$ cat config.mk
export PLATFORM = sky130hd
export DESIGN_NAME = ram_dump
export DESIGN_NICKNAME = d
export VERILOG_FILES = /design/src/rtl/ram_dump.sv
export SDC_FILE = /design/constraint.sdc
export NUM_CORES = 1
export LEC_CHECK = 0
export ABC_CLOCK_PERIOD_IN_PS = 2300
export CORE_UTILIZATION = 53
export DETAILED_ROUTE_END_ITERATION = 10
export PLACE_DENSITY = 0.77
export SLEW_MARGIN = 20
export SYNTH_ARGS = -nofsm -noshare
export SYNTH_HDL_FRONTEND = slang
export SYNTH_SLANG_ARGS = --single-unit
$ cat constraint.sdc
create_clock -name clk -period 2.3 [get_ports clk]
set_input_delay 0.46 -clock clk [delete_from_list [all_inputs] [get_ports clk]]
set_output_delay 0.46 -clock clk [all_outputs]
set_load 0.05 [all_outputs]
$ cat src/rtl/ram_dump.sv
// ram_dump: streams count words from a RAM starting at base_addr,
// through a 2-entry FIFO onto a valid/ready output.
// Ports: clk, rst_n (async, active low); start/base_addr/count request;
// ram_raddr/ram_rdata RAM read port; out_data/out_valid/out_ready/out_last
// stream; busy, done status. With `define RAM_DUMP_CHECKSUM_EN an extra
// output checksum carries the running sum of words sent in this dump.
module ram_dump #(
  parameter int ADDR_W = 6,
  parameter int DATA_W = 32
) (
  input  logic              clk,
  input  logic              rst_n,
  input  logic              start,
  input  logic [ADDR_W-1:0] base_addr,
  input  logic [ADDR_W:0]   count,
  output logic [ADDR_W-1:0] ram_raddr,
  input  logic [DATA_W-1:0] ram_rdata,
  output logic [DATA_W-1:0] out_data,
  output logic              out_valid,
  input  logic              out_ready,
  output logic              out_last,
  output logic              busy,
  output logic              done
`ifdef RAM_DUMP_CHECKSUM_EN
  ,output logic [DATA_W-1:0] checksum
`endif
);

  typedef enum logic [1:0] {
    IDLE,
    READ,
    DRAIN,
    FINISH
  } state_t;

  localparam logic [ADDR_W:0]   C_ONE = (ADDR_W+1)'(1);
  localparam logic [ADDR_W-1:0] A_ONE = ADDR_W'(1);

  state_t            r_state;
  logic [ADDR_W:0]   r_left;
  logic [ADDR_W-1:0] r_addr;
  logic [ADDR_W-1:0] r_nxt;
  logic              r_p1;
  logic              r_p1_last;
  logic [DATA_W:0]   r_d0;
  logic [DATA_W:0]   r_d1;
  logic [1:0]        r_cnt;
  logic              r_busy;
  logic              r_done;

  logic              w_pop;
  logic              w_push;
  logic [DATA_W:0]   w_in;
  logic [1:0]        w_occ;
  logic [1:0]        w_nxt_cnt;
  logic              w_issue;

  // A read issued last edge lands on ram_rdata now and is pushed.
  assign w_pop     = (r_cnt != 2'd0) && out_ready;
  assign w_push    = r_p1;
  assign w_in      = {r_p1_last, ram_rdata};
  assign w_nxt_cnt = r_cnt + {1'b0, w_push} - {1'b0, w_pop};
  // Slots committed after this edge if no new read: FIFO words plus
  // the word in flight, less the one leaving now.
  assign w_occ     = r_cnt + {1'b0, r_p1} - {1'b0, w_pop};
  assign w_issue   = (r_state == READ) && (w_occ < 2'd2);

  assign ram_raddr = r_addr;
  assign out_data  = r_d0[DATA_W-1:0];
  assign out_valid = (r_cnt != 2'd0);
  assign out_last  = (r_cnt != 2'd0) && r_d0[DATA_W];
  assign busy      = r_busy;
  assign done      = r_done;

  always_ff @(posedge clk or negedge rst_n) begin
    if (!rst_n) begin
      r_state   <= IDLE;
      r_left    <= '0;
      r_addr    <= '0;
      r_nxt     <= '0;
      r_p1      <= 1'b0;
      r_p1_last <= 1'b0;
      r_busy    <= 1'b0;
      r_done    <= 1'b0;
    end else begin
      r_p1      <= 1'b0;
      r_p1_last <= 1'b0;
      unique case (r_state)
        IDLE: begin
          r_done <= 1'b0;
          if (start) begin
            r_busy <= 1'b1;
            if (count == '0) begin
              r_state <= FINISH;
            end else begin
              // First read goes out on the accepting edge.
              r_addr    <= base_addr;
              r_nxt     <= base_addr + A_ONE;
              r_p1      <= 1'b1;
              r_p1_last <= (count == C_ONE);
              r_left    <= count - C_ONE;
              r_state   <= (count == C_ONE) ? DRAIN : READ;
            end
          end
        end
        READ: begin
          if (w_issue) begin
            r_addr    <= r_nxt;
            r_nxt     <= r_nxt + A_ONE;
            r_p1      <= 1'b1;
            r_p1_last <= (r_left == C_ONE);
            r_left    <= r_left - C_ONE;
            if (r_left == C_ONE) r_state <= DRAIN;
          end
        end
        DRAIN: begin
          if (w_nxt_cnt == 2'd0) begin
            r_state <= FINISH;
            r_done  <= 1'b1;
          end
        end
        FINISH: begin
          // Empty dumps arrive here with done low and pulse on exit;
          // normal dumps already pulsed on entry.
          r_state <= IDLE;
          r_busy  <= 1'b0;
          r_done  <= ~r_done;
        end
        default: r_state <= IDLE;
      endcase
    end
  end

  // Shift FIFO: head in r_d0 so out_data holds while stalled.
  always_ff @(posedge clk or negedge rst_n) begin
    if (!rst_n) begin
      r_d0  <= '0;
      r_d1  <= '0;
      r_cnt <= 2'd0;
    end else begin
      unique case ({w_push, w_pop})
        2'b10: begin
          if (r_cnt == 2'd0) r_d0 <= w_in;
          else               r_d1 <= w_in;
        end
        2'b01: r_d0 <= r_d1;
        2'b11: begin
          if (r_cnt == 2'd1) begin
            r_d0 <= w_in;
          end else begin
            r_d0 <= r_d1;
            r_d1 <= w_in;
          end
        end
        default: ;
      endcase
      r_cnt <= w_nxt_cnt;
    end
  end

`ifdef RAM_DUMP_CHECKSUM_EN
  logic [DATA_W-1:0] r_sum;

  assign checksum = r_sum;

  always_ff @(posedge clk or negedge rst_n) begin
    if (!rst_n) begin
      r_sum <= '0;
    end else if (r_state == IDLE && start) begin
      r_sum <= '0;
    end else if (w_pop) begin
      r_sum <= r_sum + r_d0[DATA_W-1:0];
    end
  end
`endif

endmodule

==> run metrics, run 1 <==
Final period util=0.9590; later-pin clock latency in the skew report=approximately 370 ps; DIE AREA=9665 um2; Fin. Hold Viols=0; EDFF count, synth=0; Slew @ Worst Pin=about 530 ps; Initial Util=0.5556; area taken by multi-input logic gates=2206 um2; fin crit period=2206 ps; commonest non-fill, non-tap cell in the layout=dfrtp_1; Mapped Nets=518; initial antenna violation count=0; WHS=1.858 ps; predominant post-synthesis flop cell=dfrtp_1; Post-layout nets=593; leading area contributor after synthesis=dfrtp_1; DR pass1 iterations=7; synthesized cell area=4916 um2; Max Cap Violations=0; Avg WL per Cell=15.30 um; Filler cells=696; die width=98.31 um; DRC violations left=9; failing checks=DRC; CTS Root Cell=clkbuf_8; vias=3539; synth-to-layout area growth=23.67%; Post-Route WL=9.882 mm; port bufs=90; Initial DRC Count=120; top-area cell type share of the netlist area=0.4734; Yosys warnings=0; ranking of synthesized cells by area=dfrtp_1 (47%), mux2i_1 (9.4%), mux2_2 (8.0%); gpl congestion=roughly 0.83; Synth Instances=458; FF/Latch Area=2327 um2; cts hold-fix bufs=0; setup bufs post-CTS=0; worst IR drop on VDD=roughly 0.83 mV; CP Class=in -> reg; std cell rows=34; Pleak=about 2.8 nW; total grt overflow=0; clk sinks=93; RSZ-0062 raised after global routing=false; Vert. Die Dim=98.31 um; dpl cells=630; clk_skew=9.659 ps; CTS Buffer Depth=2; status=finished with violations; Cell variety after synth=52; count of final max-slew check failures=0; Post-synth ARST share=1.000; post-layout power=9.161 mW; vias in the first global route=approximately 3600; CTS tree=yes; FF+latch count, synth=93; worst hold path class=in -> async; pin count of the biggest net entering global routing=67; Worst EP required=between 2000 and 3000 ps; Post-Layout Cell Count=646; relative slew slack=0.6478; HPWL Detailed=7.222 mm; Final setup violation count=0; worst r2r path cells=9; CP max FO=7; crit start category=input pin; most frequent cells in the layout=dfrtp_1 (93), clkdlybuf4s50_1 (87), nand2_1 (58); Worst-path clk slew=100 ps; H-tree depth=3; Power Density=1507 nW/um2; syn_area_per_cell=roughly 11 um2; Ant. Diodes=0; first-pass GRT wire length=roughly 17 mm; post-synthesis sequential area ratio=0.4734; Post-DRT Antenna Nets=0; I/O pin cnt=91; share of cells above drive strength 1=0.1822; GR Util All Layers=0.2192; core area=8848 um2; crit end category=register; CP arrival=about 2500 ps; Resize count post-CTS=0; Max Freq=0.4534 GHz; vias per cell=5.478; CTS Buf Count=9
[flip-flops by register name (all words and copies together) (netlist names)]
| signal | count |
|---|---|
| r_d0 | 33 |
| r_left | 7 |
| r_p1 | 1 |
| r_d1 | 33 |
| done | 1 |
| r_state | 2 |
| busy | 1 |
| ram_raddr | 6 |
| r_nxt | 6 |
| r_cnt | 2 |
| r_p1_last | 1 |
[path summary, 6_finish.rpt]
check | slack, ps | to | start
worst min register to register | 490 | r_d0[9] | r_d0[9]
max in group asynchronous | 1620 | r_d1[32] | rst_n
worst max register to register | 200 | ram_raddr[1] | r_state[0]
worst max-delay path | 90 | r_state[1] | out_ready
worst min-delay path | 2 | r_d0[26] | rst_n
min in group clk | 490 | r_d0[9] | r_d0[9]
[stage by stage]
step	util	cell area [um2]	setup TNS, ps	setup WS (ps)
finish	0.6871	6080	0	94.22
global route	0.6871	6080	0	6.867
CTS	0.6855	6066	0	83.45
detailed placement	0.6639	5874	-4793	-314.0
global placement	0.6639	5874	-3229	-255.7
floorplan	-	4916	0	232.8
[Yosys cell counts (3+ instances only)]
master	count
nor3_1	9
xor2_1	6
mux2i_1	46
buf_2	9
a211oi_1	3
a221oi_1	4
and2b_1	3
nor2_1	13
buf_4	37
nor3b_1	3
inv_1	13
o21ai_0	42
o22ai_1	4
a21oi_1	6
ha_1	11
mux2_2	35
buf_6	4
nor2b_1	5
dfrtp_1	93
nand2_1	58
nand2b_1	4
nand3_1	4
clkbuf_1	3
o21ai_1	8
[cell families after synthesis]
| kind of cell | after synthesis | synth area share |
|---|---|---|
| XOR/XNOR | 8 | 0.01425 |
| AO/OA/AOI/OAI | 81 | 0.1018 |
| multiplexers | 81 | 0.1738 |
| buffers and inverters | 66 | 0.08704 |
| flip-flops | 93 | 0.4734 |
| AND/OR/NAND/NOR | 118 | 0.1217 |
| adder cells (fa/ha/maj) | 11 | 0.02800 |
[where the power goes]
part	total, mW	switching [mW]	internal, mW
Clock	1.08	0.641	0.442
Combinational	5.14	2.98	2.16
Sequential	2.94	0.495	2.44
Total	9.16	4.11	5.05
[critical path, cell delays in order]
cell	delay (ps)
clkdlybuf4s50_1	460
and2b_1	200
a21o_1	180
ha_1	240
a21boi_4	190
o31ai_1	290
nand3_1	160
mux2_2	290
[area by class of cell]
type / count / area share
repair buffers: 117 / 0.1926
clock inverters: 6 / 0.008850
flip-flops and latches: 93 / 0.3828
inverters: 13 / 0.008026
well taps: 108 / 0.02223
multi-input cells: 299 / 0.3628
clock buffers: 10 / 0.02264
[per-layer routing]
layer | GRT usage | up-vias | wire [um]
li1 | - | 1709 | -
met1 | 0.2773 | 1725 | 4282
met2 | 0.3819 | 90 | 4956
met3 | 0.03436 | 15 | 469
met4 | 0.07922 | 0 | 173
met5 | 0 | - | 0
Power figures use the tool's default switching activity.
==> run 2, diff against run 1 <==
--- a/config.mk
+++ b/config.mk
@@ -9,6 +9,7 @@
 export CORE_UTILIZATION = 53
 export DETAILED_ROUTE_END_ITERATION = 10
 export PLACE_DENSITY = 0.77
+export RECOVER_POWER = 25
 export SLEW_MARGIN = 20
 export SYNTH_ARGS = -nofsm -noshare
 export SYNTH_HDL_FRONTEND = slang
==> run 2 against run 1 <==
  * The flow finishes with violations (DRC, capacitance limit, slew limit)
  * Sequential share of layout area grew 0.079 points
  * First-iteration DRC count is the same
  * Die area did not move
  * Clock power about the same
  * Critical path depth unchanged
  * Clock skew hardly changed
  * Worst hold slack better by 480 ps
  * Non-clock buffer count unchanged
  * Register-to-register slack hardly changed
  * Wire length about the same
  * Critical endpoint unchanged
==> run metrics, run 2 (synthesis results as in run 1) <==
status=finished with violations; failing checks=DRC, capacitance limit, slew limit; Power Density=1509 nW/um2; Post-Layout Cell Count=around 650; Worst EP required=2560 ps; relative slew slack=-0.07561; Max Cap Violations=1; Ant. Diodes=0; total grt overflow=0; worst hold path class=in -> async; most frequent cells in the layout=dfrtp_1 (93), clkdlybuf4s50_1 (87), nand2_1 (58); vias=3539; gpl congestion=approximately 0.83; met2 Use GR=0.3819; Final setup violation count=0; r2r endpoint=ram_raddr[1]; first-pass GRT wire length=16.95 mm; post-route cell area=6067 um2; Max Freq=0.4536 GHz; vias per cell=between 5 and 6; worst IR drop on VDD=0.8297 mV; pin count of the biggest net entering global routing=67; Vert. Die Dim=between 90 and 100 um; FF/Latch Area=about 2300 um2; DIE AREA=9665 um2; GR Util All Layers=0.2192; fin crit period=2204 ps; later-pin clock latency in the skew report=370 ps; H-tree depth=3; met1 Use GR=0.2773; CTS tree=yes; Post-Route WL=~10 mm; count of final max-slew check failures=29; CTS Buf Count=9; share of cells above drive strength 1=0.1803; Int Power=about 5.0 mW; Final period util=0.9585; DRC violations left=9; setup bufs post-CTS=0; die width=98.31 um; commonest non-fill, non-tap cell in the layout=dfrtp_1; WHS=477.6 ps; clock share of power=0.118; HPWL Detailed=7.222 mm; Initial Util=0.5556; CTS Buffer Depth=2; clk_skew=between 9 and 10 ps; RSZ-0062 raised after global routing=false; Worst-path clk slew=100 ps; Slew @ Worst Pin=approximately 1600 ps; crit start category=input pin; Post-layout nets=593; initial antenna violation count=0; Initial DRC Count=120; Reg power frac=0.321; post-layout util=0.6857; setup TNS=0 ps; sw frac=0.4490; std cell rows=34; worst r2r path cells=9; CP Class=in -> reg; area taken by multi-input logic gates=~2200 um2; Logic pwr share=0.561; CP max FO=7; core area=between 8000 and 9000 um2; port bufs=90; Most Crowded Layer GR=met2; placed inst area=slightly below 6000 um2; CTS Root Cell=clkbuf_8; Pleak=roughly 2.8 nW; crit end category=register; clk sinks=a little over 90; Filler cells=700; M3 GR Usage=0.03436; Switch Pwr=4.111 mW; Avg WL per Cell=15.29 um; Largest regs=r_d0: 33 flops, r_d1: 33 flops, r_left: 7 flops; Post-DRT Antenna Nets=0; dpl cells=630; CP arrival=2470 ps; R2R Setup Slk=200 ps; synth-to-layout area growth=23.42%; I/O pin cnt=91; DR pass1 iterations=7; r2r startpoint=r_state[0]; vias in the first global route=3579; Fin. Hold Viols=0
## run 2: cell types whose count changed in the layout (fill, tap and decap cells not counted), sizes merged
| cell | previous run | this run |
|---|---|---|
| clkbuf | 10 | 11 |
| buf | 30 | 29 |
## run 2: power groups by stage
stage | clock, mW | combinational (mW) | sequential [mW]
after floorplan | 0 | 3.82 | 3.06
after global placement | 0 | 5.01 | 2.92
after detailed placement | 0 | 5.15 | 2.97
after CTS | 1.09 | 5.16 | 2.94
after global routing | 1.16 | 5.56 | 3.05
final | 1.08 | 5.14 | 2.94
## run 2: area by class of cell
type / instances / area share
clock buffers: 10 / 0.02269
flip-flops and latches: 93 / 0.3836
multi-input cells: 299 / 0.3636
inverters: 13 / 0.008043
clock inverters: 6 / 0.008868
repair buffers: 117 / 0.1910
well taps: 108 / 0.02227
## run 2: how the worst max path moves through the flow
stage / startpoint / to / cells past startpoint
after floorplan: out_ready / r_state[1] / 7
after global placement: out_ready / r_state[1] / 8
after detailed placement: out_ready / r_nxt[3] / 9
after CTS: r_state[0] / r_nxt[5] / 7
after global routing: out_ready / r_nxt[5] / 8
final: out_ready / r_state[1] / 8
## run 2: repair_timing
item,in CTS,in global routing
resized for setup,0,5
hold buffers,0,0
endpoints found under the setup margin,0,15
## run 2: worst max-delay path, stage by stage
cell and delay [ps]:
clkdlybuf4s50_1 460, and2b_1 200, a21o_1 180, ha_1 240
a21boi_4 190, o31ai_1 290, nand3_1 160, mux2_2 290
## run 2: through the flow
stage / setup slack [ps] / total power, mW
2_1_floorplan: 232.8 / 6.882
6_report: 95.50 / 9.158
3_5_place_dp: -314.0 / 8.126
4_1_cts: 83.45 / 9.192
3_3_place_gp: -255.7 / 7.926
5_1_grt: 6.867 / 9.770
## run 2: routing by layer
layer	vias to the layer above	routed length, um
met1	1725	4280
met3	15	469
li1	1709	-
met5	-	0
met4	0	173
met2	90	4957
==> variant 1, RTL diff (flow settings as in run 1) <==
Change the parameter `ADDR_W` from 6 to 7.
--- a/src/rtl/ram_dump.sv
+++ b/src/rtl/ram_dump.sv
@@ -5,7 +5,7 @@
 // stream; busy, done status. With `define RAM_DUMP_CHECKSUM_EN an extra
 // output checksum carries the running sum of words sent in this dump.
 module ram_dump #(
-  parameter int ADDR_W = 6,
+  parameter int ADDR_W = 7,
   parameter int DATA_W = 32
 ) (
   input  logic              clk,
Ports: changed (resized base_addr, count and ram_raddr); port bits go from 91 to 94. No check against the original RTL was run, so the function may have changed too.
==> variant 1 against run 1 <==
Fmax shrank 1.2%; worst hold slack improved by 0.041 ns; sequential cell count rose by 3; final cell count rose by 12%; worst setup slack worse by 0.027 ns; area after synthesis up 4.5%; critical path depth unchanged; cell area is 8.1% higher; wire length rose by 16%; synthesized cell count increased by 7.0%; power rose by 8.6%; sequential share of layout area fell by 1.7 points; utilization up 1.8 points; largest cell class unchanged.
==> variant 1: results (changes against run 1) <==
| Metric | Value |
|---|---|
| Pleak | 0.00297 uW (was 0.00278 uW) |
| Pin count of the biggest net entering global routing | 48 (was 67) |
| Nets | 651 (was 593) |
| Mux cell area share after synthesis | 0.167 (was 0.174) |
| Synth top area cells | dfrtp_1 47%, mux2i_1 8.6%, mux2_2 8.1% (was dfrtp_1 47%, mux2i_1 9.4%, mux2_2 8.0%) |
| Detail Route met3 WL | 555 microns (was 469 microns) |
| Final Non-Filler Cells | 723 (was 646) |
| Sw Ratio | 0.453 (was 0.449) |
| Critical path class | reg2reg (was in2reg) |
| Met1 Wirelength | 4.82 mm (was 4.28 mm) |
| CP max stage cell | dfrtp_1 (was clkdlybuf4s50_1) |
| DRT Wirelength | 11.4 mm (was 9.88 mm) |
| Top cells by count, synth | 96 x dfrtp_1, 58 x nand2_1, 44 x mux2i_1, 42 x o21ai_0, 37 x mux2_2 (was 93 x dfrtp_1, 58 x nand2_1, 46 x mux2i_1, 42 x o21ai_0, 37 x buf_4) |
| First drt pass iteration count | 4 (was 7) |
| Area after DPL | 6310 sq um (was 5870 sq um) |
| Crit-path max FO | 11 (was 7) |
| Critical R2R Launch | r_state[1] (was r_state[0]) |
| Synth Area in XOR/XNOR | 0.0119 (was 0.0143) |
| Share of layout cells above drive strength 1 | 0.202 (was 0.182) |
| Status | finished clean (was finished, violations left) |
| Mapped Nets | 552 (was 518) |
| Post-synthesis cell count | 490 (was 458) |
| Initial DRC count | 118 (was 120) |
| Critical path arrival | 2.49 ns (was 2.47 ns) |
| Vias in the first global route | 3998 (was 3579) |
| Post-Synth Adder-Cell Area | 0.0268 (was 0.0280) |
| First-pass GRT wire length | 18.5 mm (was 16.9 mm) |
| Final GP Congestion | 0.863 (was 0.832) |
| Register area share after synthesis | 0.468 (was 0.473) |
| HPWL after detailed placement | 8.43 mm (was 7.22 mm) |
| Synth Area in Compound Gates | 0.116 (was 0.102) |
| Vias per cell | 5.59 (was 5.48) |
## variant 1: changes by cell type in the layout (fill, tap and decap cells not counted), moves of 4 or more
cell	delta
a221oi_1	-4
buf_4	+20
inv_1	+6
nand3_1	+8
nand4_1	+8
nor3_1	-6
nor4_1	+7
o21ai_1	-6
or4_1	+6
## variant 1: worst reg2reg max path, cell delays in order (launching register included)
cell and delay [ns]:
dfrtp_1 0.40, inv_1 0.12, ha_4 0.19, inv_1 0.08, buf_4 0.18, a211o_1 0.32
a32oi_4 0.34, buf_12 0.18, mux2_2 0.33
## variant 1: worst min path at each step
stage	depth (start not counted)	endpoint	from	slack (ns)
global route	1	r_d0[3]	rst_n	0.08
global placement	1	r_d0[6]	rst_n	0.46
floorplan	0	busy	rst_n	0.16
finish	1	r_d0[3]	rst_n	0.04
detailed placement	1	r_d0[3]	rst_n	0.46
CTS	1	r_d0[3]	rst_n	0.06
## variant 1: power groups by stage
stage / sequential [uW] / clock [uW] / combinational [uW]
2_1_floorplan: 3220 / 0 / 3980
3_3_place_gp: 3050 / 0 / 5470
3_5_place_dp: 3120 / 0 / 5650
4_1_cts: 3080 / 1080 / 5650
5_1_grt: 3200 / 1150 / 6200
6_report: 3100 / 1060 / 5790
## variant 1: layout make-up
| class | instances | area [sq um] | share of cell area |
|---|---|---|---|
| clock buffers | 9 | 124 | 0.0188 |
| flip-flops and latches | 96 | 2400 | 0.366 |
| inverters | 19 | 71.3 | 0.0109 |
| multi-input cells | 321 | 2370 | 0.360 |
| repair buffers | 142 | 1380 | 0.210 |
| clock inverters | 7 | 62.6 | 0.00952 |
| well taps | 129 | 161 | 0.0246 |
## variant 1: metal layers
layer,track usage,up-vias
met2,0.412,131
li1,-,1918
met5,0,-
met4,0.0792,0
met1,0.283,1975
met3,0.0439,18
==> variant 2, RTL diff (flow settings as in run 1) <==
Without the edit above. Re-encode `state_t` (4 states) as one-hot, 4 bits wide.
--- a/src/rtl/ram_dump.sv
+++ b/src/rtl/ram_dump.sv
@@ -26,11 +26,11 @@
 `endif
 );
 
-  typedef enum logic [1:0] {
-    IDLE,
-    READ,
-    DRAIN,
-    FINISH
+  typedef enum logic [3:0] {
+    IDLE   = 4'b0001,
+    READ   = 4'b0010,
+    DRAIN  = 4'b0100,
+    FINISH = 4'b1000
   } state_t;
 
   localparam logic [ADDR_W:0]   C_ONE = (ADDR_W+1)'(1);
Formal check against the unedited RTL: no difference found for any inputs over 4 cycles, from zero or initial values and one cycle with rst_n low; so few cycles prove little.
==> variant 2 against run 1 <==
Cell area shrank 0.76%; global-route usage shrank 1.3 points; wire length shrank 5.4%; largest power group unchanged; sequential cell count grew 2; critical endpoint is now r_nxt[2]; fmax grew 0.34%; worst setup slack gained 0.0076 ns; power shrank 5.6%; non-clock buffer count grew 1; critical path type is now reg2reg; area after synthesis shrank 1.8%.
==> variant 2: results (changes against run 1) <==
| Metric | Value |
|---|---|
| Synth top area cells | dfrtp_1 49%, mux2_2 8.2%, mux2i_1 7.5% (was dfrtp_1 47%, mux2i_1 9.4%, mux2_2 8.0%) |
| Critical R2R Launch | r_state[3] (was r_state[0]) |
| Top cell family by delay on the critical path | simple AND/OR/NAND/NOR gates (was compound AO/OA/AOI/OAI gates) |
| Met1 Wirelength | 4.35 mm (was 4.28 mm) |
| CP max stage cell | or4b_1 (was clkdlybuf4s50_1) |
| Internal power | 4850 uW (was 5050 uW) |
| Worst Reg-to-Reg Cells | 5 (was 9) |
| WHS | 0.152 ns (was 0.00186 ns) |
| FF+latch count, synth | 95 (was 93) |
| Reg2Reg Setup Slack | 0.10 ns (was 0.20 ns) |
| Crit-path max FO | 5 (was 7) |
| Layout clock area frac | 0.0317 (was 0.0315) |
| Initial DRC count | 77 (was 120) |
| Layout buffering overhead excluding clock cells | 0.196 (was 0.193) |
| Vias per cell | 5.41 (was 5.48) |
| Multi-input logic area | 2100 sq um (was 2210 sq um) |
| Register area share after synthesis | 0.492 (was 0.473) |
| Met2 routed WL | 4.59 mm (was 4.96 mm) |
| Final-layout fill cell count | 669 (was 696) |
| First-pass GRT wire length | 16.2 mm (was 16.9 mm) |
| Vias in the first global route | 3607 (was 3579) |
| Final worst path period need | 2.20 ns (was 2.21 ns) |
| Slew @ Worst Pin | 0.553 ns (was 0.527 ns) |
| Non-clk bufs | 118 (was 117) |
| GR Util met1 | 0.262 (was 0.277) |
| Distinct cells, synth | 52 (unchanged) |
| Share of layout cells above drive strength 1 | 0.176 (was 0.182) |
| Fraction of area in registers | 0.394 (was 0.383) |
| Final worst clock skew | 0.00755 ns (was 0.00966 ns) |
| Reg power frac | 0.342 (was 0.321) |
| HPWL after detailed placement | 6.76 mm (was 7.22 mm) |
| Met2 Track Usage GR | 0.361 (was 0.382) |
| Die X | 97.5 microns (was 98.3 microns) |
| Top cells by count, synth | 94 x dfrtp_1, 62 x nand2_1, 47 x o21ai_0, 36 x mux2i_1, 35 x mux2_2 (was 93 x dfrtp_1, 58 x nand2_1, 46 x mux2i_1, 42 x o21ai_0, 37 x buf_4) |
| Critical path class | reg2reg (was in2reg) |
| Nets | 592 (was 593) |
| Peak VDD IR | 0.000708 V (was 0.000830 V) |
| P_comb | 4650 uW (was 5140 uW) |
| Status | finished clean (was finished, violations left) |
| Detail Route met3 WL | 307 microns (was 469 microns) |
| Dpl ws | -0.289 ns (was -0.314 ns) |
| Area after DPL | 5830 sq um (was 5870 sq um) |
| Pleak | 0.00276 uW (was 0.00278 uW) |
| Routed wire per std cell | 14.4 microns (was 15.3 microns) |
| Gr usage total | 0.207 (was 0.219) |
| Antenna violations before repair | 0 (unchanged) |
| Critical path arrival | 2.49 ns (was 2.47 ns) |
| Inverters | 11 (was 13) |
| Final GP Congestion | 0.815 (was 0.832) |
| #MultiIn Comb | 301 (was 299) |
| Worst skew pair latency | 0.35 ns (was 0.37 ns) |
| Pin count of the biggest net entering global routing | 96 (was 67) |
| Worst setup endpoint | r_nxt[2] (was r_state[1]) |
| Antenna cell count | 0 (unchanged) |
==> variant 2: changes by cell type after synthesis, moves of 5 or more <==
| cell | run 1 | this run |
|---|---|---|
| nor2_1 | 13 | 19 |
| o21ai_1 | 8 | 3 |
| o21ai_0 | 42 | 47 |
| a31oi_1 | 0 | 6 |
| mux2i_1 | 46 | 36 |
==> variant 2: stage by stage <==
step	util	power (uW)	cells
2_1_floorplan	-	6460	462
3_3_place_gp	0.665	7480	633
3_5_place_dp	0.665	7650	633
4_1_cts	0.687	8690	649
5_1_grt	0.688	9190	649
6_report	0.688	8650	649
==> variant 2: kinds of logic (layout without fill, tap and decap cells) <==
| logic type | Yosys count | after routing | share of synthesized area |
|---|---|---|---|
| compound gates | 86 | 86 | 0.104 |
| simple gates | 128 | 128 | 0.128 |
| xor+xnor | 8 | 8 | 0.0145 |
| mux | 72 | 72 | 0.159 |
| flops | 95 | 95 | 0.492 |
| fa+ha+maj | 7 | 7 | 0.0181 |
| buf+inv | 66 | 145 | 0.0834 |
